[src/rtl/uart_tx_arbiter.sv]
// ============================================================================
// Module   : uart_tx_arbiter
// Purpose  : Round-robin arbiter sharing one UART transmitter among NUM_REQ
//            byte producers, with per-requester packet lock.
//            Optional watchdog built when UART_ARB_TIMEOUT_EN is defined.
// Revision : 1.0 - initial release
// ============================================================================
`default_nettype none

module uart_tx_arbiter #(
    parameter int NUM_REQ        = 4,
    parameter int PAYLOAD_BITS   = 8,
    parameter int TIMEOUT_CYCLES = 1048575
) (
    input  logic                            Tx_clk,
    input  logic                            rst,
    input  logic [NUM_REQ-1:0]              req,
    input  logic [NUM_REQ-1:0]              lock,
    input  logic [NUM_REQ*PAYLOAD_BITS-1:0] req_data,
    output logic [NUM_REQ-1:0]              ack,
    output logic [PAYLOAD_BITS-1:0]         Tx_Data,
    output logic                            Enable_Tx,
    input  logic                            Tx_Line_busy,
    output logic [$clog2(NUM_REQ)-1:0]      owner,
    output logic                            owner_valid,
    output logic                            timeout
);

    localparam int              OW       = $clog2(NUM_REQ);
    localparam logic [OW-1:0]   LAST_IDX = OW'(NUM_REQ - 1);
    localparam logic [OW-1:0]   ONE_IDX  = OW'(1);

    typedef enum logic [1:0] {
        S_IDLE  = 2'd0,
        S_START = 2'd1,
        S_SEND  = 2'd2
    } state_t;

    state_t                  state_q, state_d;
    logic [OW-1:0]           last_grant_q, last_grant_d;
    logic [OW-1:0]           owner_q, owner_d;
    logic                    owner_valid_q, owner_valid_d;
    logic [PAYLOAD_BITS-1:0] tx_data_q, tx_data_d;
    logic                    enable_q, enable_d;
    logic [NUM_REQ-1:0]      ack_q, ack_d;

    logic                    sel_found;
    logic [OW-1:0]           sel_idx;
    logic [OW-1:0]           cand;
    logic [PAYLOAD_BITS-1:0] sel_data;
    logic [PAYLOAD_BITS-1:0] owner_data;
    logic                    tmo_hit;

    // Search upward from last_grant+1; wrap by compare so any NUM_REQ works.
    always_comb begin
        sel_found = 1'b0;
        sel_idx   = '0;
        cand      = (last_grant_q == LAST_IDX) ? '0 : last_grant_q + ONE_IDX;
        for (int k = 0; k < NUM_REQ; k++) begin
            if (!sel_found && req[cand]) begin
                sel_found = 1'b1;
                sel_idx   = cand;
            end
            cand = (cand == LAST_IDX) ? '0 : cand + ONE_IDX;
        end
    end

    assign sel_data   = req_data[sel_idx*PAYLOAD_BITS +: PAYLOAD_BITS];
    assign owner_data = req_data[owner_q*PAYLOAD_BITS +: PAYLOAD_BITS];

    always_comb begin
        state_d       = state_q;
        last_grant_d  = last_grant_q;
        owner_d       = owner_q;
        owner_valid_d = owner_valid_q;
        tx_data_d     = tx_data_q;
        enable_d      = enable_q;
        ack_d         = '0;
        case (state_q)
            S_IDLE: begin
                if (sel_found) begin
                    tx_data_d      = sel_data;
                    enable_d       = 1'b1;
                    ack_d[sel_idx] = 1'b1;
                    owner_d        = sel_idx;
                    last_grant_d   = sel_idx;
                    owner_valid_d  = 1'b1;
                    state_d        = S_START;
                end
            end
            S_START: begin
                if (tmo_hit) begin
                    enable_d      = 1'b0;
                    owner_valid_d = 1'b0;
                    state_d       = S_IDLE;
                end else if (Tx_Line_busy) begin
                    enable_d = 1'b0;
                    state_d  = S_SEND;
                end
            end
            S_SEND: begin
                if (tmo_hit) begin
                    enable_d      = 1'b0;
                    owner_valid_d = 1'b0;
                    state_d       = S_IDLE;
                end else if (!Tx_Line_busy) begin
                    // A locked owner with another byte ready keeps the line.
                    if (lock[owner_q] && req[owner_q]) begin
                        tx_data_d      = owner_data;
                        enable_d       = 1'b1;
                        ack_d[owner_q] = 1'b1;
                        state_d        = S_START;
                    end else begin
                        owner_valid_d = 1'b0;
                        state_d       = S_IDLE;
                    end
                end
            end
            default: begin
                enable_d      = 1'b0;
                owner_valid_d = 1'b0;
                state_d       = S_IDLE;
            end
        endcase
    end

    always_ff @(posedge Tx_clk or posedge rst) begin
        if (rst) begin
            state_q       <= S_IDLE;
            last_grant_q  <= LAST_IDX;
            owner_q       <= '0;
            owner_valid_q <= 1'b0;
            tx_data_q     <= '0;
            enable_q      <= 1'b0;
            ack_q         <= '0;
        end else begin
            state_q       <= state_d;
            last_grant_q  <= last_grant_d;
            owner_q       <= owner_d;
            owner_valid_q <= owner_valid_d;
            tx_data_q     <= tx_data_d;
            enable_q      <= enable_d;
            ack_q         <= ack_d;
        end
    end

`ifdef UART_ARB_TIMEOUT_EN
    localparam int TW = $clog2(TIMEOUT_CYCLES + 1);

    logic [TW-1:0] tmo_cnt_q, tmo_cnt_d;
    logic          timeout_q;

    assign tmo_hit = (state_q != S_IDLE) && (tmo_cnt_q == TW'(TIMEOUT_CYCLES - 1));

    // Counts cycles spent in the current START/SEND visit only.
    always_comb begin
        tmo_cnt_d = tmo_cnt_q + TW'(1);
        if ((state_d != state_q) || (state_q == S_IDLE)) begin
            tmo_cnt_d = '0;
        end
    end

    always_ff @(posedge Tx_clk or posedge rst) begin
        if (rst) begin
            tmo_cnt_q <= '0;
            timeout_q <= 1'b0;
        end else begin
            tmo_cnt_q <= tmo_cnt_d;
            timeout_q <= tmo_hit;
        end
    end

    assign timeout = timeout_q;
`else
    logic unused_tmo_cfg;

    assign unused_tmo_cfg = (TIMEOUT_CYCLES != 0);
    assign tmo_hit        = 1'b0;
    assign timeout        = 1'b0;
`endif

    assign ack         = ack_q;
    assign Tx_Data     = tx_data_q;
    assign Enable_Tx   = enable_q;
    assign owner       = owner_q;
    assign owner_valid = owner_valid_q;

endmodule

`default_nettype wire

[config.mk]
export PLATFORM = sky130hd
export DESIGN_NAME = uart_tx_arbiter
export DESIGN_NICKNAME = d
export VERILOG_FILES = /design/src/rtl/uart_tx_arbiter.sv
export SDC_FILE = /design/constraint.sdc
export NUM_CORES = 1
export LEC_CHECK = 0
export CORE_MARGIN = 3
export CORE_UTILIZATION = 41
export DETAILED_ROUTE_END_ITERATION = 7
export GPL_ROUTABILITY_DRIVEN = 0
export PLACE_DENSITY = 0.8
export SETUP_SLACK_MARGIN = 0.15
export SLEW_MARGIN = 20
export SYNTH_ARGS = -nofsm -noshare
export SYNTH_HDL_FRONTEND = slang
export SYNTH_SLANG_ARGS = --single-unit
export TNS_END_PERCENT = 10
[constraint.sdc]
create_clock -name Tx_clk -period 2.45 [get_ports Tx_clk]
set_input_delay 0.49 -clock Tx_clk [delete_from_list [all_inputs] [get_ports Tx_clk]]
set_output_delay 0.49 -clock Tx_clk [all_outputs]
set_load 0.02 [all_outputs]
==> flow_summary.yaml <==
status:
  outcome: "finished, final reports clean"
synthesis:
  ys_async_sr_fraction_pct: 100
  synth_edf_count: 0
  syn-num-nets: 187
  ys_warn_count: 0
  ys_seq_elements: 20
  syn_area_per_cell_um2: 8.99
  syn_inst: 143
  synthFlopType: "dfrtp_1"
  synthDistinctLibCells: 40
  ys_seq_area_share_pct: 39.1
  synth_area_um2: 1290
setup_path:
  crit_type: "register to register"
  slowest_stage: "dfstp_2"
  startpoint_type: "register"
  crit_fanout: 8
  rrSetupSlack_ns: 0.27
  crit_required_ns: 2.64
  crit_arrival_ns: 2.37
  cpPeakStageDelay_ns: 0.59
  worstReg2RegStart: "last_grant_q[0]"
  path_cells: "ha_4 -> or3b_1 -> o211ai_1 -> o31ai_2 -> buf_6 -> a2111oi_2 -> a221oi_2"
  critPathLaunch: "last_grant_q[0]"
  end_kind: "register"
power:
  powerDensity_nw_per_um2: 1270
  total_leakage_power_uw: 0.000903
  peakVddDrop_mv: 0.764
place:
  port_buffers: 58
  dp_cells: 248
  dp_hpwl_um: 2970
finish:
  final_common_cell: "clkdlybuf4s50_1"
  layout_common_cells: "clkdlybuf4s50_1 (57), nand2_1 (25), dfrtp_1 (18)"
  utilization_pct: 76.1
  stdcell_count: 256
  fillCellCount: 205
  syn_to_final_growth_pct: 70.2
  layout-drive-gt1-share_pct: 20.6
  antennaDiodeCount: 0
  layout.nets: 259
cts:
  cts.sinks: 20
  clkSlewWorstSetupHoldPaths_ns: 0.12
  cts-buffers-inserted: 3
  clockBufferDepth: 2
  cts_root_buf: "clkbuf_4"
  htreeDepth: 1
  cts_tree: "yes"
  ctsHoldBuffers: 0
  clock_latency_ns: 0.31
global_route:
  use_met1_pct: 27.9
  grt_pass1_wl_um: 6050
  grt-ovfl-total: 0
  grtUsageMet3_pct: 4.55
  busiest_layer: "met2"
  grt_use_total_pct: 21.5
  grt_max_degree: 21
  grt_antenna_before_repair: 0
  gr-usage-met2_pct: 34.9
  grt_pass1_vias: 1356
route:
  viasPerCell: 5.59
  wl_um: 4230
  dr.first_iter.drc_count: 71
  wl_per_cell_um: 16.5
  via_count: 1430
  postRouteAntennaNets: 0
  remaining_drc_errors: 0
  detail_route.first_pass.iterations: 4
sta:
  fin_crit_sh_pct: 89.1
  fin_tns_setup_ns: 0
  slew_headroom_pct: 46.1
  grt_setup_unrepaired: "false"
  min_period_ns: 2.18
  slew_viol_final: 0
  setup_viol_count_final: 0
  max_freq_ghz: 0.458
  hold_viol: 0
  worstMarginPinSlew_ns: 0.808
  clock_skew_ns: 0.00171
floorplan:
  dieArea_um2: 3850
  rows: 19
  core_um2: 2880
  start_util_pct: 44.7
  ioPinCount: 60
  die_x_um: 62.0
  die_h_um: 62.0
flow_run:
  maxCapViolCount: 0
hold_path:
  hp-class: "register to register"
  worstHoldStart: "owner_valid"
[layout make-up]
type,instances,area (um2),area share [%]
Multi-Input combinational cell,105,853,39.0
Timing Repair Buffer,73,699,31.9
Sequential cell,20,503,23.0
Tap cell,42,52.6,2.40
Inverter,12,45.0,2.06
Clock buffer,4,36.3,1.66
[synthesized netlist by cell type (all sizes together) (3+ instances only)]
cell type	instances	area, um2
a2111oi	9	78.8
nand3	3	15.0
nand2	25	93.8
a21oi	11	55.1
o21ai	7	35.0
a221oi	8	70.1
nand3b	4	33.8
inv	12	45.0
nor2	4	15.0
dfrtp	18	450
buf	4	35.0
mux2i	8	80.1
nand2b	3	18.8
[per-stage QoR]
stage	power, uW	setup WS, ns	hold slack, ns	instance area [um2]
5_1_grt	2960	0.142	0.512	2190
4_1_cts	2420	0.0841	0.476	2020
6_report	2780	0.267	0.491	2190
3_3_place_gp	2110	-0.0113	0.454	1960
2_1_floorplan	1560	0.329	0.441	1290
3_5_place_dp	2160	-0.167	0.457	1960
[report_power, final]
part | switching (uW) | internal (uW)
sequential | 136 | 499
clock | 110 | 90.9
combinational | 1020 | 926
[flip-flops by register name, indices dropped and copies added, names as in the netlist]
name          count
owner             2
state_q           2
Enable_Tx         1
Tx_Data           8
owner_valid       1
last_grant_q      2
ack               4
[critical path: cells and delay by family, from the launching register on]
family / cells / cell delay [ns]
AO/OA/AOI/OAI: 4 / 0.67
adder cells (fa/ha/maj): 1 / 0.23
buffers and inverters: 1 / 0.18
flip-flops: 1 / 0.59
AND/OR/NAND/NOR: 1 / 0.38
[metal layers]
metal  vias to the layer above  wire [um]
met5                         -          0
met4                         0        104
met3                        10        384
met2                        75       1970
met1                       676       1770
li1                        669          -
[logic make-up (layout without fill, tap and decap cells)]
kind of cell / after synthesis / count (layout) / share of synthesized area, %
AO/OA/AOI/OAI: 46 / 46 / 27.5
adder cells (fa/ha/maj): 1 / 1 / 0.973
AND/OR/NAND/NOR: 49 / 49 / 19.1
buffers and inverters: 18 / 89 / 6.81
multiplexers: 8 / 8 / 6.23
other: 1 / 1 / 0.292
flip-flops: 20 / 20 / 39.1
[what timing repair did]
action	in CTS	in global routing
setup buffers	2	2
setup endpoints to repair	8	8
resized for setup	4	28
pin swaps	1	3
[final timing paths]
check / end / depth (start not counted)
worst max-delay path: Tx_Data[1] / 7
worst min-delay path: owner_valid / 1
worst max register to register: Tx_Data[1] / 7
worst min register to register: owner_valid / 1
max in group asynchronous: owner[1] / 2
min in group asynchronous: Tx_Data[5] / 2
Power figures use the tool's default switching activity.
==> patch 1, RTL diff (config.mk and constraints unchanged) <==
Take the reset off `tx_data_q` and load it in a clocked block of its own.
--- a/src/rtl/uart_tx_arbiter.sv
+++ b/src/rtl/uart_tx_arbiter.sv
@@ -130,7 +130,6 @@
             last_grant_q  <= LAST_IDX;
             owner_q       <= '0;
             owner_valid_q <= 1'b0;
-            tx_data_q     <= '0;
             enable_q      <= 1'b0;
             ack_q         <= '0;
         end else begin
@@ -138,10 +137,13 @@
             last_grant_q  <= last_grant_d;
             owner_q       <= owner_d;
             owner_valid_q <= owner_valid_d;
-            tx_data_q     <= tx_data_d;
             enable_q      <= enable_d;
             ack_q         <= ack_d;
         end
+    end
+
+    always_ff @(posedge Tx_clk) begin
+        tx_data_q <= tx_data_d;
     end
 
 `ifdef UART_ARB_TIMEOUT_EN
Function: changed (Yosys sat finds a counterexample within 4 cycles, from zero or initial values and one cycle with rst high).
==> patch 1 against the original RTL <==
- clock skew rose by 4.5 ps
- worst hold slack got worse by 22 ps
- non-clock buffer count rose by 5
- global-route usage fell by 0.21 points
- count of clock-buffer cells in the layout did not move
- combinational power fell by 4%
- routed wire length rose by 4.9%
- total power rose by 3.9%
- worst setup slack got worse by 120 ps
- critical path depth did not move
- sequential cell count did not move
- design area rose by 4.6%
- area after synthesis rose by 19%
==> patch 1: results (changes against the original RTL) <==
| Metric | Value |
|---|---|
| Status | `finished clean` |
| Initial antenna violation count | `0 (unchanged)` |
| Total GRT Usage | `21.30% (-0.21 points)` |
| Fin cells | `284 (+11%)` |
| Root buffer cell | `clkbuf_8` |
| Max-slew headroom | `48.11% (+2.0 points)` |
| Initial DRC count | `114 (+61%)` |
| Post-DP Area | `0.002218 sq mm (+13%)` |
| Crit Path Max Fanout | `7 (-1)` |
| GRT met1 Usage | `29.33% (+1.4 points)` |
| M2 GR Usage | `34.72% (-0.19 points)` |
| Delay-heaviest family, CP | `flip-flops` |
| Nets | `283 (+9.3%)` |
| Length of routed met2 wiring | `2223 um (+13%)` |
| Routed wl met3 | `206 um (-46%)` |
| Critical Path AT | `2320 ps (-50 ps)` |
| Post-synth ARST share | `60.00% (-40 points)` |
| WL met1 | `1928 um (+9.2%)` |
| Post-CTS Setup Repair Bufs | `0 (-2)` |
| M3 GR Usage | `1.855% (-2.7 points)` |
| Worst Skew | `6.164 ps (+4.454 ps)` |
| Synth unique cells | `48 (+20%)` |
| Yosys warning count | `0 (unchanged)` |
| Top cells by count, synth | `nand2_1 (24), nand3_1 (12), nand2b_1 (11), a21oi_1 (10), dfrtp_1 (10)` |
| DR WL/cell | `15.62 um (-5.4%)` |
| Slowest cell delay on critical path | `610 ps (+20 ps)` |
| VDD IR max | `0.5873 mV (-23%)` |
| DR pass1 iterations | `4 (unchanged)` |
| Number of global-route vias before repair | `1556 (+15%)` |
| Total CTS buffers | `3 (unchanged)` |
| Mux share of post-synthesis cell area | `0% (-6.2 points)` |
| Post-synthesis adder-cell area fraction | `0.8183% (-0.15 points)` |
| Mapped Nets | `213 (+14%)` |
| Post-synth EDFFs | `8 (+8)` |
| Worst skew pair latency | `270 ps (-40 ps)` |
| CTS H-tree depth | `1 (unchanged)` |
| PostCTS Resize Cnt | `0 (-4)` |
| Hold/Removal Path Class | `reg2reg` |
| # fillers | `298 (+45%)` |
| Via density | `5.514 (-1.3%)` |
| Fmax | `434.8 MHz (-5.1%)` |
| Synth area leaders | `dfrtp_1 (16%), edfxtp_1 (16%), nand2_1 (5.9%)` |
| Clock slew at reported path FFs | `80 ps (-40 ps)` |
| Largest net degree at the start of global routing | `13 (-38%)` |
| Synth Area in XOR/XNOR | `0% (unchanged)` |
| Share of cells above drive strength 1 | `17.65% (-2.9 points)` |
| Hpwl dp | `3428 um (+15%)` |
| Compound-Gate Fraction of Synth Area | `33.39% (+5.9 points)` |
| P_leak | `0.8929 nW (-1.1%)` |
| Global-route wire length before repair | `7320 um (+21%)` |
| Pre-CTS WS | `-111.7 ps (+55.29 ps)` |
| Sequential cell area fraction in the yosys report | `35.52% (-3.6 points)` |
| Post-synthesis cell count | `169 (+18%)` |
| Fin Hold WS | `468.9 ps (-22.04 ps)` |
## patch 1: worst paths after layout
kind / from / endpoint / cells after the start
setup / recovery: last_grant_q[0] / Tx_Data[5] / 7
hold / removal: last_grant_q[1] / last_grant_q[1] / 2
setup reg to reg: last_grant_q[0] / Tx_Data[5] / 7
hold reg to reg: last_grant_q[1] / last_grant_q[1] / 2
max in group asynchronous: rst / last_grant_q[1] / 2
min in group asynchronous: rst / ack[1] / 2
## patch 1: power breakdown
group / total, mW / internal, mW / switching, mW
logic: 1.87 / 0.908 / 0.963
registers: 0.718 / 0.582 / 0.136
clock network: 0.298 / 0.177 / 0.121
total: 2.89 / 1.67 / 1.22
## patch 1: layout make-up
class	instances	area (sq um)	area share, %
Inverter	4	15.01	0.6554
Sequential cell	20	543.0	23.70
Multi-Input combinational cell	132	878.3	38.34
Tap cell	46	57.56	2.512
Timing Repair Buffer	78	730.7	31.90
Clock buffer	4	66.31	2.895
==> patch 2, RTL diff (same flow settings) <==
Made on the original files. Set the parameter `PAYLOAD_BITS` to 6 (it was 8).
--- a/src/rtl/uart_tx_arbiter.sv
+++ b/src/rtl/uart_tx_arbiter.sv
@@ -9,7 +9,7 @@
 
 module uart_tx_arbiter #(
     parameter int NUM_REQ        = 4,
-    parameter int PAYLOAD_BITS   = 8,
+    parameter int PAYLOAD_BITS   = 6,
     parameter int TIMEOUT_CYCLES = 1048575
 ) (
     input  logic                            Tx_clk,
Ports: changed (resized Tx_Data and req_data); port bits go from 60 to 50. The function was not compared with the original's and may differ.
==> patch 2 against the original RTL <==
- count of clock-buffer cells in the layout unchanged
- design area decreased by 14%
- clock skew increased by 2.7 ps
- total power decreased by 17%
- sequential power decreased by 11%
- area after synthesis decreased by 3.1%
- sequential cell count decreased by 2
- critical path depth unchanged
- routed wire length decreased by 16%
- core utilization decreased by 9.7 points
- via count decreased by 16%
- synthesized cell count decreased by 13%
- worst setup slack got worse by 44 ps
- critical path type unchanged
- critical endpoint is now Tx_Data[0]
- largest power group unchanged
- highest routed layer unchanged
==> patch 2: results (changes against the original RTL) <==
| Metric | Value |
|---|---|
| Number of global-route vias before repair | `1252 (-7.7%)` |
| Port bufs | `48 (-17%)` |
| Hold worst-path end | `last_grant_q[1]` |
| Largest net degree at the start of global routing | `19 (-9.5%)` |
| Top cells by count, synth | `nand2_1 (21), dfrtp_1 (16), inv_1 (7), mux2i_1 (7)` |
| P_leak | `0.7631 nW (-15%)` |
| Share of cells above drive strength 1 | `23.37% (+2.8 points)` |
| Worst slew pin tran | `697.0 ps (-111.1 ps)` |
| Post-synthesis adder-cell area fraction | `1.004% (+0.031 points)` |
| M2 GR Usage | `35.80% (+0.89 points)` |
| Worst hold path depth | `2 (+1)` |
| Avg Cell Area, Syn | `10.05 sq um (+12%)` |
| Status | `finished clean` |
| WL final | `3555 um (-16%)` |
| Mapped Nets | `160 (-14%)` |
| Vias | `1206 (-16%)` |
| Slowest cell delay on critical path | `570 ps (-20 ps)` |
| Mux share of post-synthesis cell area | `5.622% (-0.60 points)` |
| Worst Skew | `4.361 ps (+2.651 ps)` |
| Total GRT Usage | `19.70% (-1.8 points)` |
| Nets | `221 (-15%)` |
| Synth unique cells | `44 (+10%)` |
| Post-DP Area | `0.001813 sq mm (-7.5%)` |
| Sequential cell area fraction in the yosys report | `36.35% (-2.8 points)` |
| Pre-CTS WS | `-109.3 ps (+57.70 ps)` |
[patch 2: worst max path at each step]
stage / from / endpoint / slack (ps) / cells past startpoint
3_5_place_dp: req[3] / Tx_Data[3] / -110 / 6
5_1_grt: req[3] / Tx_Data[5] / 150 / 7
2_1_floorplan: last_grant_q[0] / Tx_Data[2] / 240 / 7
3_3_place_gp: req[1] / Tx_Data[5] / 50 / 6
6_report: last_grant_q[0] / Tx_Data[0] / 220 / 7
4_1_cts: last_grant_q[0] / Tx_Data[0] / 200 / 7
[patch 2: per-layer routing]
metal	vias up	routed length (um)
met5	-	0
met4	0	82
met3	8	164
met2	37	1898
met1	577	1409
li1	584	-
[patch 2: power by group through the flow]
stage	clock network [mW]	logic, mW	registers [mW]
floorplan	0	0.872	0.673
global placement	0	1.46	0.571
detailed placement	0	1.50	0.579
CTS	0.167	1.57	0.566
global route	0.176	1.72	0.585
finish	0.164	1.59	0.567
[patch 2: area by class of cell]
class | instances | area (sq um)
Clock buffer | 4 | 26.28
Timing Repair Buffer | 60 | 570.5
Fill cell | 240 | 949.7
Multi-Input combinational cell | 95 | 764.5
Tap cell | 31 | 38.79
Sequential cell | 18 | 452.9
Inverter | 7 | 26.28
[patch 2: logic make-up (layout without fill, tap and decap cells)]
kind of cell,after synthesis,count (layout)
adder cells (fa/ha/maj),1,1
buffers and inverters,11,71
flip-flops,18,18
AND/OR/NAND/NOR,49,49
AO/OA/AOI/OAI,37,37
other,1,1
multiplexers,7,7
[patch 2: critical path, delay by kind of cell, from the launching register on]
kind                     cells  cell delay [ps]
AO/OA/AOI/OAI                3              780
flip-flops                   1              570
adder cells (fa/ha/maj)      1              320
buffers and inverters        1              180
AND/OR/NAND/NOR              1              160
multiplexers                 1              130
